**src/rtl/calc_sequencer.sv**
```systemverilog
// Calculator key sequencer: debounces key presses, assembles two signed 3-digit BCD
// operands and an operator, then hands off to the arithmetic unit and tracks its outcome.
module calc_sequencer #(
  parameter int RELEASE_CYC = 20,
  parameter int ALU_TIMEOUT = 255
) (
  input  logic        clk,
  input  logic        rst_n,
  input  logic        key_hit,
  input  logic [3:0]  key_code,
  input  logic        key_type,
  input  logic        alu_done,
  input  logic        alu_err,
  output logic [11:0] num1,
  output logic [11:0] num2,
  output logic        sig1,
  output logic        sig2,
  output logic [1:0]  op,
  output logic        alu_start,
  output logic        busy,
  output logic        show_result,
  output logic        err_flag,
  output logic [1:0]  dig_cnt,
  output logic [2:0]  state
);

  typedef enum logic [2:0] {
    S_ENTER1 = 3'd0, S_ENTER2 = 3'd1, S_START = 3'd2,
    S_WAIT   = 3'd3, S_SHOW   = 3'd4, S_ERROR = 3'd5
  } state_e;

  localparam int              TW       = (ALU_TIMEOUT < 3) ? 2 : $clog2(ALU_TIMEOUT);
  localparam logic [TW-1:0]   TMO_LAST = TW'(ALU_TIMEOUT - 1);
  localparam logic [7:0]      REL_TH   = 8'(RELEASE_CYC);

  state_e        state_q, state_d;
  logic [11:0]   num1_q, num1_d, num2_q, num2_d;
  logic          sig1_q, sig1_d, sig2_q, sig2_d;
  logic [1:0]    op_q, op_d, dig_cnt_q, dig_cnt_d;
  logic [TW-1:0] tmo_q, tmo_d;
  logic [7:0]    rel_cnt_q, rel_cnt_d;
  logic          key_hit_q, armed_q, armed_d;
  logic          alu_start_q, busy_q, show_q, err_q;

  logic key_ev, is_digit, is_fn, is_clr, is_op, is_minus, is_eq, en2;

  assign key_ev   = key_hit & ~key_hit_q & armed_q;
  assign is_digit = key_ev & ~key_type;
  assign is_fn    = key_ev & key_type;
  assign is_clr   = is_fn & (key_code == 4'hF);
  assign is_op    = is_fn & (key_code >= 4'hA) & (key_code <= 4'hD);
  assign is_minus = is_fn & (key_code == 4'hB);
  assign is_eq    = is_fn & (key_code == 4'hE);
  assign en2      = (state_q == S_ENTER2);

  // Re-arm only after key_hit has stayed low for RELEASE_CYC consecutive cycles.
  always_comb begin
    rel_cnt_d = key_hit ? 8'd0 : ((rel_cnt_q == 8'hFF) ? rel_cnt_q : rel_cnt_q + 8'd1);
    armed_d   = armed_q;
    if (key_ev)                             armed_d = 1'b0;
    else if (!key_hit && rel_cnt_d >= REL_TH) armed_d = 1'b1;
  end

  always_comb begin
    state_d   = state_q;
    num1_d    = num1_q;
    num2_d    = num2_q;
    sig1_d    = sig1_q;
    sig2_d    = sig2_q;
    op_d      = op_q;
    dig_cnt_d = dig_cnt_q;
    tmo_d     = tmo_q;
    case (state_q)
      S_ENTER1, S_ENTER2: begin
        if (is_digit && dig_cnt_q != 2'd3) begin
          if (en2) num2_d = {num2_q[7:0], key_code};
          else     num1_d = {num1_q[7:0], key_code};
          dig_cnt_d = dig_cnt_q + 2'd1;
        end else if (is_minus && dig_cnt_q == 2'd0) begin
          if (en2) sig2_d = ~sig2_q;
          else     sig1_d = ~sig1_q;
        end else if (is_op && dig_cnt_q != 2'd0 && !en2) begin
          op_d      = key_code[1:0] - 2'd2;  // A..D -> 00..11
          dig_cnt_d = 2'd0;
          state_d   = S_ENTER2;
        end else if (is_eq && dig_cnt_q != 2'd0 && en2) begin
          state_d = S_START;
        end
      end
      S_START: begin
        tmo_d   = '0;
        state_d = S_WAIT;
      end
      S_WAIT: begin
        tmo_d = tmo_q + 1'b1;
        if (alu_done)                state_d = alu_err ? S_ERROR : S_SHOW;
        else if (tmo_q == TMO_LAST)  state_d = S_ERROR;
      end
      S_SHOW: begin
        if (is_digit) begin
          num1_d    = {8'h00, key_code};
          num2_d    = '0;
          sig1_d    = 1'b0;
          sig2_d    = 1'b0;
          op_d      = '0;
          dig_cnt_d = 2'd1;
          state_d   = S_ENTER1;
        end
      end
      S_ERROR: ;
      default: state_d = S_ENTER1;
    endcase
    // Clear beats everything, including a coincident alu_done.
    if (is_clr) begin
      num1_d    = '0;
      num2_d    = '0;
      sig1_d    = 1'b0;
      sig2_d    = 1'b0;
      op_d      = '0;
      dig_cnt_d = '0;
      tmo_d     = '0;
      state_d   = S_ENTER1;
    end
  end

  always_ff @(posedge clk) begin
    if (!rst_n) begin
      state_q     <= S_ENTER1;
      num1_q      <= '0;
      num2_q      <= '0;
      sig1_q      <= 1'b0;
      sig2_q      <= 1'b0;
      op_q        <= '0;
      dig_cnt_q   <= '0;
      tmo_q       <= '0;
      rel_cnt_q   <= '0;
      key_hit_q   <= 1'b0;
      armed_q     <= 1'b1;
      alu_start_q <= 1'b0;
      busy_q      <= 1'b0;
      show_q      <= 1'b0;
      err_q       <= 1'b0;
    end else begin
      state_q     <= state_d;
      num1_q      <= num1_d;
      num2_q      <= num2_d;
      sig1_q      <= sig1_d;
      sig2_q      <= sig2_d;
      op_q        <= op_d;
      dig_cnt_q   <= dig_cnt_d;
      tmo_q       <= tmo_d;
      rel_cnt_q   <= rel_cnt_d;
      key_hit_q   <= key_hit;
      armed_q     <= armed_d;
      alu_start_q <= (state_d == S_START);
      busy_q      <= (state_d == S_START) || (state_d == S_WAIT);
      show_q      <= (state_d == S_SHOW);
      err_q       <= (state_d == S_ERROR);
    end
  end

  assign num1        = num1_q;
  assign num2        = num2_q;
  assign sig1        = sig1_q;
  assign sig2        = sig2_q;
  assign op          = op_q;
  assign dig_cnt     = dig_cnt_q;
  assign state       = state_q;
  assign alu_start   = alu_start_q;
  assign busy        = busy_q;
  assign show_result = show_q;
  assign err_flag    = err_q;

endmodule

```
**config.mk**
```make
export PLATFORM = sky130hd
export DESIGN_NAME = calc_sequencer
export DESIGN_NICKNAME = d
export VERILOG_FILES = /design/src/rtl/calc_sequencer.sv
export SDC_FILE = /design/constraint.sdc
export NUM_CORES = 1
export LEC_CHECK = 0
export ABC_AREA = 1
export BUFFER_PORTS_ARGS = -buffer_cell sky130_fd_sc_hd__buf_2
export CAP_MARGIN = 20
export CORE_MARGIN = 2
export CORE_UTILIZATION = 59
export DETAILED_ROUTE_END_ITERATION = 16
export PLACE_DENSITY = 0.83
export SYNTH_ARGS = -nofsm -noshare
export SYNTH_HDL_FRONTEND = slang
export SYNTH_SLANG_ARGS = --single-unit
```
**constraint.sdc**
```tcl
create_clock -name clk -period 3.5 [get_ports clk]
set_clock_uncertainty 0.2 [all_clocks]
set_input_delay 0.7 -clock clk [delete_from_list [all_inputs] [get_ports clk]]
set_output_delay 0.7 -clock clk [all_outputs]
set_load 0.1 [all_outputs]
```
==> results of run 1 <==
power by group through the flow:
stage                     clock network [uW]  logic (uW)  registers (uW)
after CTS                                407         102             638
after global routing                     430         112             640
after global placement                     0         100             653
final                                    405         102             638
after detailed placement                   0         102             653
after floorplan                            0        46.1             685
cells by family after synthesis:
family,count (synthesis),share of synthesized area [%]
simple gates,195,33.0
buf+inv,55,9.12
flops,55,41.6
compound gates,54,13.0
fa+ha+maj,5,2.36
xor+xnor,3,0.993
area by class of cell:
cell class	count	area share [%]
multi-input cells	257	43.5
well taps	52	2.17
clock inverters	1	1.00
flip-flops and latches	55	36.8
inverters	48	6.18
clock buffers	6	2.42
repair buffers	47	7.94
per-stage QoR:
step	power, uW	hold slack [ns]	utilization [%]
finish	1150	0.261	69.3
global route	1180	0.285	69.3
CTS	1150	0.264	69.3
detailed placement	755	0.250	66.9
global placement	753	0.251	66.9
floorplan	731	0.265	-
metal layers:
layer,share of wire [%],up-vias,track usage (%)
li1,-,1260,-
met1,45,1148,29.6
met2,48,66,40.4
met3,4.8,18,3.42
met4,2.4,0,11.1
met5,0,-,0
worst max path at each step:
stage | from | end | slack [ns] | cells after the start
final | state[2] | state[2] | 1.27 | 1
after global routing | key_hit | num2[0] | 1.20 | 8
after CTS | state[2] | state[2] | 1.27 | 1
after detailed placement | key_hit | op[1] | 1.03 | 7
after global placement | key_type | num2[11] | 1.11 | 7
after floorplan | state[0] | num2[10] | 1.09 | 9
registers in the layout, summed over array words and instances (netlist names):
signal	count
rel_cnt_q	8
num1	12
alu_start	1
dig_cnt	2
sig1	1
key_hit_q	1
op	2
show_result	1
sig2	1
err_flag	1
tmo_q	8
state	3
num2	12
armed_q	1
busy	1
synthesized netlist by cell type (2+ instances only):
cell type / instances / share of area [%]
a21oi_1: 26 / 4.9
a21oi_2: 10 / 3.3
buf_2: 3 / 0.57
buf_4: 2 / 0.57
dfxtp_1: 55 / 42
ha_1: 5 / 2.4
inv_1: 42 / 6.0
inv_2: 4 / 0.57
inv_4: 2 / 0.47
nand2_1: 90 / 13
nand2_2: 10 / 2.4
nand3_1: 30 / 5.7
nand4_1: 5 / 1.2
nor2_1: 46 / 6.5
nor2_2: 3 / 0.71
nor2_4: 2 / 0.85
nor3_1: 3 / 0.57
o21ai_0: 10 / 1.9
o22ai_1: 2 / 0.47
xor2_1: 2 / 0.66
==> results, run 1 <==
- The row count is 24.
- The routed layout has 2,492 vias.
- The fraction of final layout cells with drive strength greater than 1 is a little over a fifth.
- The internal power of the cells totals approximately 870 uW.
- The region available for standard cell placement spans 4320 sq um.
- The most frequent standard cell in the layout excluding fill and tap cells is nand2_1.
- STA puts the critical path data arrival time at 1.33 ns.
- The multi-input logic area is about 1300 sq um.
- The setup check on the worst reg-to-reg path leaves a slack of 1.48 ns.
- The kind of start point of the critical path is a register.
- The number of global-route vias before repair was between 2,000 and 2,500.
- The level count of the clock H-tree is 2.
- At the pin with the least slew margin, the transition time is roughly 0.67 ns.
- The clock tree buffer depth is 2.
- The final critical-path setup slack is around 1.3 ns.
- The average size of a mapped cell is about 7.2 sq um.
- The floorplan die area is about 5000 sq um.
- The sequential cells in the finished layout cover a total of 1100 sq um.
- The timing-limited maximum frequency is approximately 450 MHz.
- The synthesized flop and latch total is 55.
- In this run the cell area of the synthesized design comes to roughly 2600 sq um.
- The count of yosys warnings during synthesis is 0.
- The instance count along the most critical hold path is 2.
- For hold timing, the worst endpoint is op[0].
- In this run the critical register-to-register path is launched from armed_q.
- The clock sink total is 55.
- TritonCTS built the clock tree.
- The maximum cell stage delay along the critical path is around 0.53 ns.
- In the routed layout, each cell is associated on average with a via count of around 5.3.
- The clock reaches the later pin of the worst-skew pair after ~0.3 ns.
- Summed over all cells, the static leakage comes to around 0.0014 uW.
- The final layout contains routed wiring with a total length of 5660 microns.
- The post-route minimum period is 2.23 ns.
- The clock network power share is a little over a third.
- The hold-fix buffer count after cts is 0.
- Global routing consumed, over all layers together, roughly a quarter of the routing resources.
- The switching component of the power is 280 uW.
- After routing the design area is 3000 sq um.
- The register share of total power is around 56%.
- The detail route stage leaves a number of antenna-violating nets equal to 0.
- The total count of max-transition violations in the final report is 0.
- The initial antenna violation count is 0.
- Counting flops with an async set or reset pin after synthesis yields a share of 0%.
- The worst-case IR drop observed on VDD is ~0.00024 V.
- The count of nets after finishing is 429.
- Entering global routing, the biggest net connects 20 pins.
- Setup repair after global routing left no endpoint under its margin.
- The starting utilization of the core area is 61.2%.
- Clock-pin slew was measured on the worst setup and hold paths at approximately 0.09 ns.
- The critical path is of the reg2out type.
- The violation count after the first detailed-route iteration is roughly 110.
- The placed standard-cell area is 2890 sq um.
- The number of setup violations in the final report is 0.
- TritonCTS created 5 clock buffers.
- In this run the count of I/O pins placed on the die edge is 47.
- The worst register-to-register path has a depth of 6.
- The root buffer cell is clkbuf_8.
- The portion of the clock cycle consumed by the worst path in the final layout is 63.8%.
- The number of maximum-capacitance constraint violations is 0.
- The filler cells instantiated in the layout total around 390.
- Walking the worst path, the cells encountered are buf_2.
- Global routing finished with a remaining overflow of 0.
- The worst register-to-register path ends at num2[3].
- The area growth from synthesis to layout is 13.2%.
- Timing analysis after detailed placement gives a worst setup slack of ~1.0 ns.
- The most frequently used flop master after synthesis is dfxtp_1.
- Leaving out filler cells and counting taps, the final layout contains roughly 470.
- The switching share of power is between 20% and 30%.
- Per report_power, the combinational group accounts for under 10% of the total.
- The post-CTS resize count is 0.
- The die is about 71 microns tall.
- The number of setup buffers added after CTS is 0.
- The repair_antennas step left the layout with diodes totalling 0.
- The routability congestion estimate is ~0.9.
- The floorplan die width is about 71 microns.
- The element type at the critical path end is an output port.
- The post-synthesis net count is roughly 380.
- Grouping stages by cell kind, the critical path spends the most delay in flip-flops.
- The placed wire-length estimate after detailed placement is ~4200 microns.
- The worst slew slack as a fraction of its limit is a little under three fifths.
- The start point of the worst min-delay path is op[0].
- The number of library cell types mapped by synthesis is 35.
- The number of placed instances, taps included, is 459.
- The count of flip-flops with a built-in enable after synthesis is 0.
- Along the worst path, the maximum fanout reaches 5.
- The pre-antenna-repair detailed-routing pass consisted of 4 iterations.
- The first global-routing pass estimated 9700 microns of wire.
- The residual DRC count is 0.
- The run finished with clean final reports.
- The slowest stage of the critical path belongs to the cell dfxtp_1.
- The top cell types in the final layout, fill and taps aside, are nand2_1 (90), dfxtp_1 (55), nor2_1 (46), buf_2 (46), inv_1 (42).
- The count of buffers added on input and output ports is 46.
- The buffers plus inverters on the worst setup path is 1.
- The power per cell area is 382 nW/um^2.
- The final number of hold-violating endpoints came to 0.
- The required time at the endpoint of the critical path is 2.60 ns.
- The detail-routed net length per standard cell is between 10 and 15 microns.
- For the final routed database, the setup TNS stands at 0 ns.
- The tightest min-delay check is of the reg2reg type.
- The cell count after synthesis came out at roughly 370.
- Sequential cells were found to cover 41.6% of the synthesized design area.
No activity file was read; power rests on OpenSTA's default activity.
==> run 2: changes to the inputs <==
CORE_UTILIZATION = 55   (was 59)
PLACE_DENSITY = 0.78   (was 0.83)
clock period = 2.1 ns   (was 3.5 ns; I/O delays follow)
==> results, run 2 (synthesis results as in run 1) <==
- The number of cells on the worst reg-to-reg path is 11.
- The clock sink total is 55.
- The multi-input logic area is about 1300 sq um.
- The die is roughly 73 microns wide.
- The register share of total power is ~59%.
- Summed over all cells, the static leakage comes to ~0.0014 uW.
- The floorplan step defined a die boundary enclosing between 5000 and 6000 sq um.
- The number of setup buffers added after CTS is 0.
- IR analysis of the VDD net gives a maximum drop of approximately 0.00030 V.
- The total count of max-transition violations in the final report came to 0.
- The worst register-to-register path ends at armed_q.
- The run finished with clean final reports.
- The start point of the worst min-delay path is rst_n.
- The library cell used most frequently in the layout, excluding fill and tap cells, is nand2_1.
- The post-route minimum period is between 1.5 and 2 ns.
- Traced cell by cell, the critical path runs through buf_2.
- Wires add up to 5280 microns.
- The combinational group share of total power is under 10%.
- The core area is approximately 4700 sq um.
- The clock tree from TritonCTS is done.
- The power per cell area is between 600 and 700 nW/um^2.
- The die boundary height is about 73 microns.
- The switching component of the power is ~490 uW.
- The final number of hold-violating endpoints was 0.
- The detailed-routing iteration count for the pre-antenna-repair pass is 4.
- For the final routed database, the setup TNS stands at 0 ns.
- The data arrival time of the critical path is around 1.2 ns.
- The combined flip-flop and latch cell area is 1110 sq um.
- Max-cap violations in this run came to 0.
- The worst setup path is launched from a register.
- After global routing the overflow that remains totals 0.
- At the end of the flow, the number of nets in the layout was around 430.
- The portion of the clock cycle consumed by the worst path in the final layout is 86.3%.
- The root buffer cell chosen for the clock tree is clkbuf_8.
- The starting utilization of the core area is 56.4%.
- Total power for the finished layout comes to 1820 uW.
- In this run, post-CTS hold repair placed 0 buffers.
- The switching share of power is 27.0%.
- Leaving out fill and tap cells, the most frequent cells in the layout are nand2_1 (89), dfxtp_1 (50), nor2_1 (46), buf_2 (46), inv_1 (42).
- The endpoint of the worst hold-timing path is key_hit_q.
- Setup violations remaining at the end of the flow were counted as 0.
- The required time at the endpoint of the critical path is about 1.5 ns.
- The via count normalized by instance count is between 5 and 6.
- Setup slack on the worst reg-to-reg path comes out at about 0.30 ns.
- Setup repair after global routing left no endpoint under its margin.
- The congestion estimate from routability-driven global placement came to between 0.9 and 1.
- The timing-limited maximum frequency is 552 MHz.
- The initial antenna violation count is 0.
- The actual slew at the worst max-slew pin is just under 0.5 ns.
- The area growth from synthesis to final layout is 13.7%.
- The clock tree buffer depth is 2.
- Dividing the detail-routed wire length by the instance count gives 11.2 microns.
- Counting both buffers and inverters, the worst setup path holds a total of 1.
- The later pin in the worst-skew pair is clocked with a latency of roughly 0.31 ns.
- The clock network burns roughly a third of the power.
- The reg-to-reg startpoint is rel_cnt_q[0].
- The number of global-route vias before repair was ~2,100.
- The total global routing track utilization is between 20% and 30%.
- Hold is met by 0.132 ns.
- The setup path with the least slack is of type reg2out.
- The number of ports placed on the die boundary is 47.
- The count of port buffers added during placement is 46.
- The largest fanout on the critical path is 5.
- The routed via count is around 2,400.
- The level count of the clock H-tree is 2.
- The placed standard-cell area is 2920 sq um.
- The classification of the worst-slack hold path is in2reg.
- The maximum number of pins on one net before global-route repair is 18.
- The detail route stage leaves a number of antenna-violating nets equal to 0.
- The count of antenna diodes in the layout is 0.
- Cells fill 64.1% of the core in the end.
- Fill cells in the final layout number 440.
- The instance count along the most critical hold path is 3.
- The cell at the slowest stage of the critical path is buf_2.
- The row count is 25.
- The number of clock buffers inserted by TritonCTS is 5.
- The fraction of final layout cells with drive strength greater than 1 is roughly 24%.
- For this run, design rule violations remaining after detail routing come to 0.
- The HPWL after detailed placement is slightly above 4000 microns.
- The worst slew slack as a fraction of its limit is 67.4%.
- The internal power of the cells is 1330 uW.
- The maximum cell stage delay along the critical path is roughly 0.46 ns.
- The first global-routing pass estimated between 9000 and 10,000 microns of wire.
- The clock transition at the registers of the reported paths is 0.09 ns.
- The area of all placed cells without fillers is ~3000 sq um.
- On the critical path the largest part of the delay comes from buffers and inverters.
- The first routing iteration left 149 violations.
- The worst setup path is captured at an output port.
## run 2: cell types whose count changed in the layout (fill, tap and decap cells not counted), sizes merged
cell	previous run	this run
buf	47	49
bufinv	1	0
clkinvlp	0	2
clkbuf	6	5
clkinv	0	1
## run 2: final cells by class
class	instances	area share, %
multi-input cells	257	43.4
flip-flops and latches	55	36.8
repair buffers	49	8.40
inverters	48	6.16
clock buffers	5	2.29
well taps	54	2.25
clock inverters	3	0.666
## run 2: power groups by stage
stage          clock network, uW  logic [uW]  registers (uW)
3_3_place_gp                   0         170            1090
3_5_place_dp                   0         172            1090
4_1_cts                      598         173            1060
6_report                     582         172            1060
2_1_floorplan                  0        76.8            1140
5_1_grt                      640         190            1070
## run 2: how the worst max path moves through the flow
stage                  from        to  slack [ns]  cells past startpoint
3_3_place_gp        key_hit   num2[1]        0.22                     10
4_1_cts        rel_cnt_q[0]   armed_q        0.23                     11
5_1_grt          dig_cnt[0]      sig2        0.07                      9
2_1_floorplan      state[0]  num2[10]        0.09                      9
6_report           state[2]  state[2]        0.29                      1
3_5_place_dp        key_hit   num2[1]        0.18                     10
## run 2: repair_timing
action / 4_1_cts / 5_1_grt
endpoints found under the setup margin: 0 / 1
endpoints found under the hold margin: 0 / 0
resized for setup: 0 / 1
## run 2: layer usage
layer | part of all wire, % | track usage, %
met1 | 49 | 28.5
met2 | 47 | 34.7
met3 | 3.7 | 4.39
met4 | 0.83 | 6.06
met5 | 0 | 0
## run 2: tightest hold or removal path, stage by stage
cell and delay, ns:
buf_2 0.11, nand2_1 0.05, inv_1 0.04
## run 2: per-stage QoR
step | std cells | setup WS, ns
4_1_cts | 471 | 0.233
6_report | 471 | 0.288
3_3_place_gp | 463 | 0.223
3_5_place_dp | 463 | 0.184
2_1_floorplan | 367 | 0.0884
5_1_grt | 471 | 0.0655
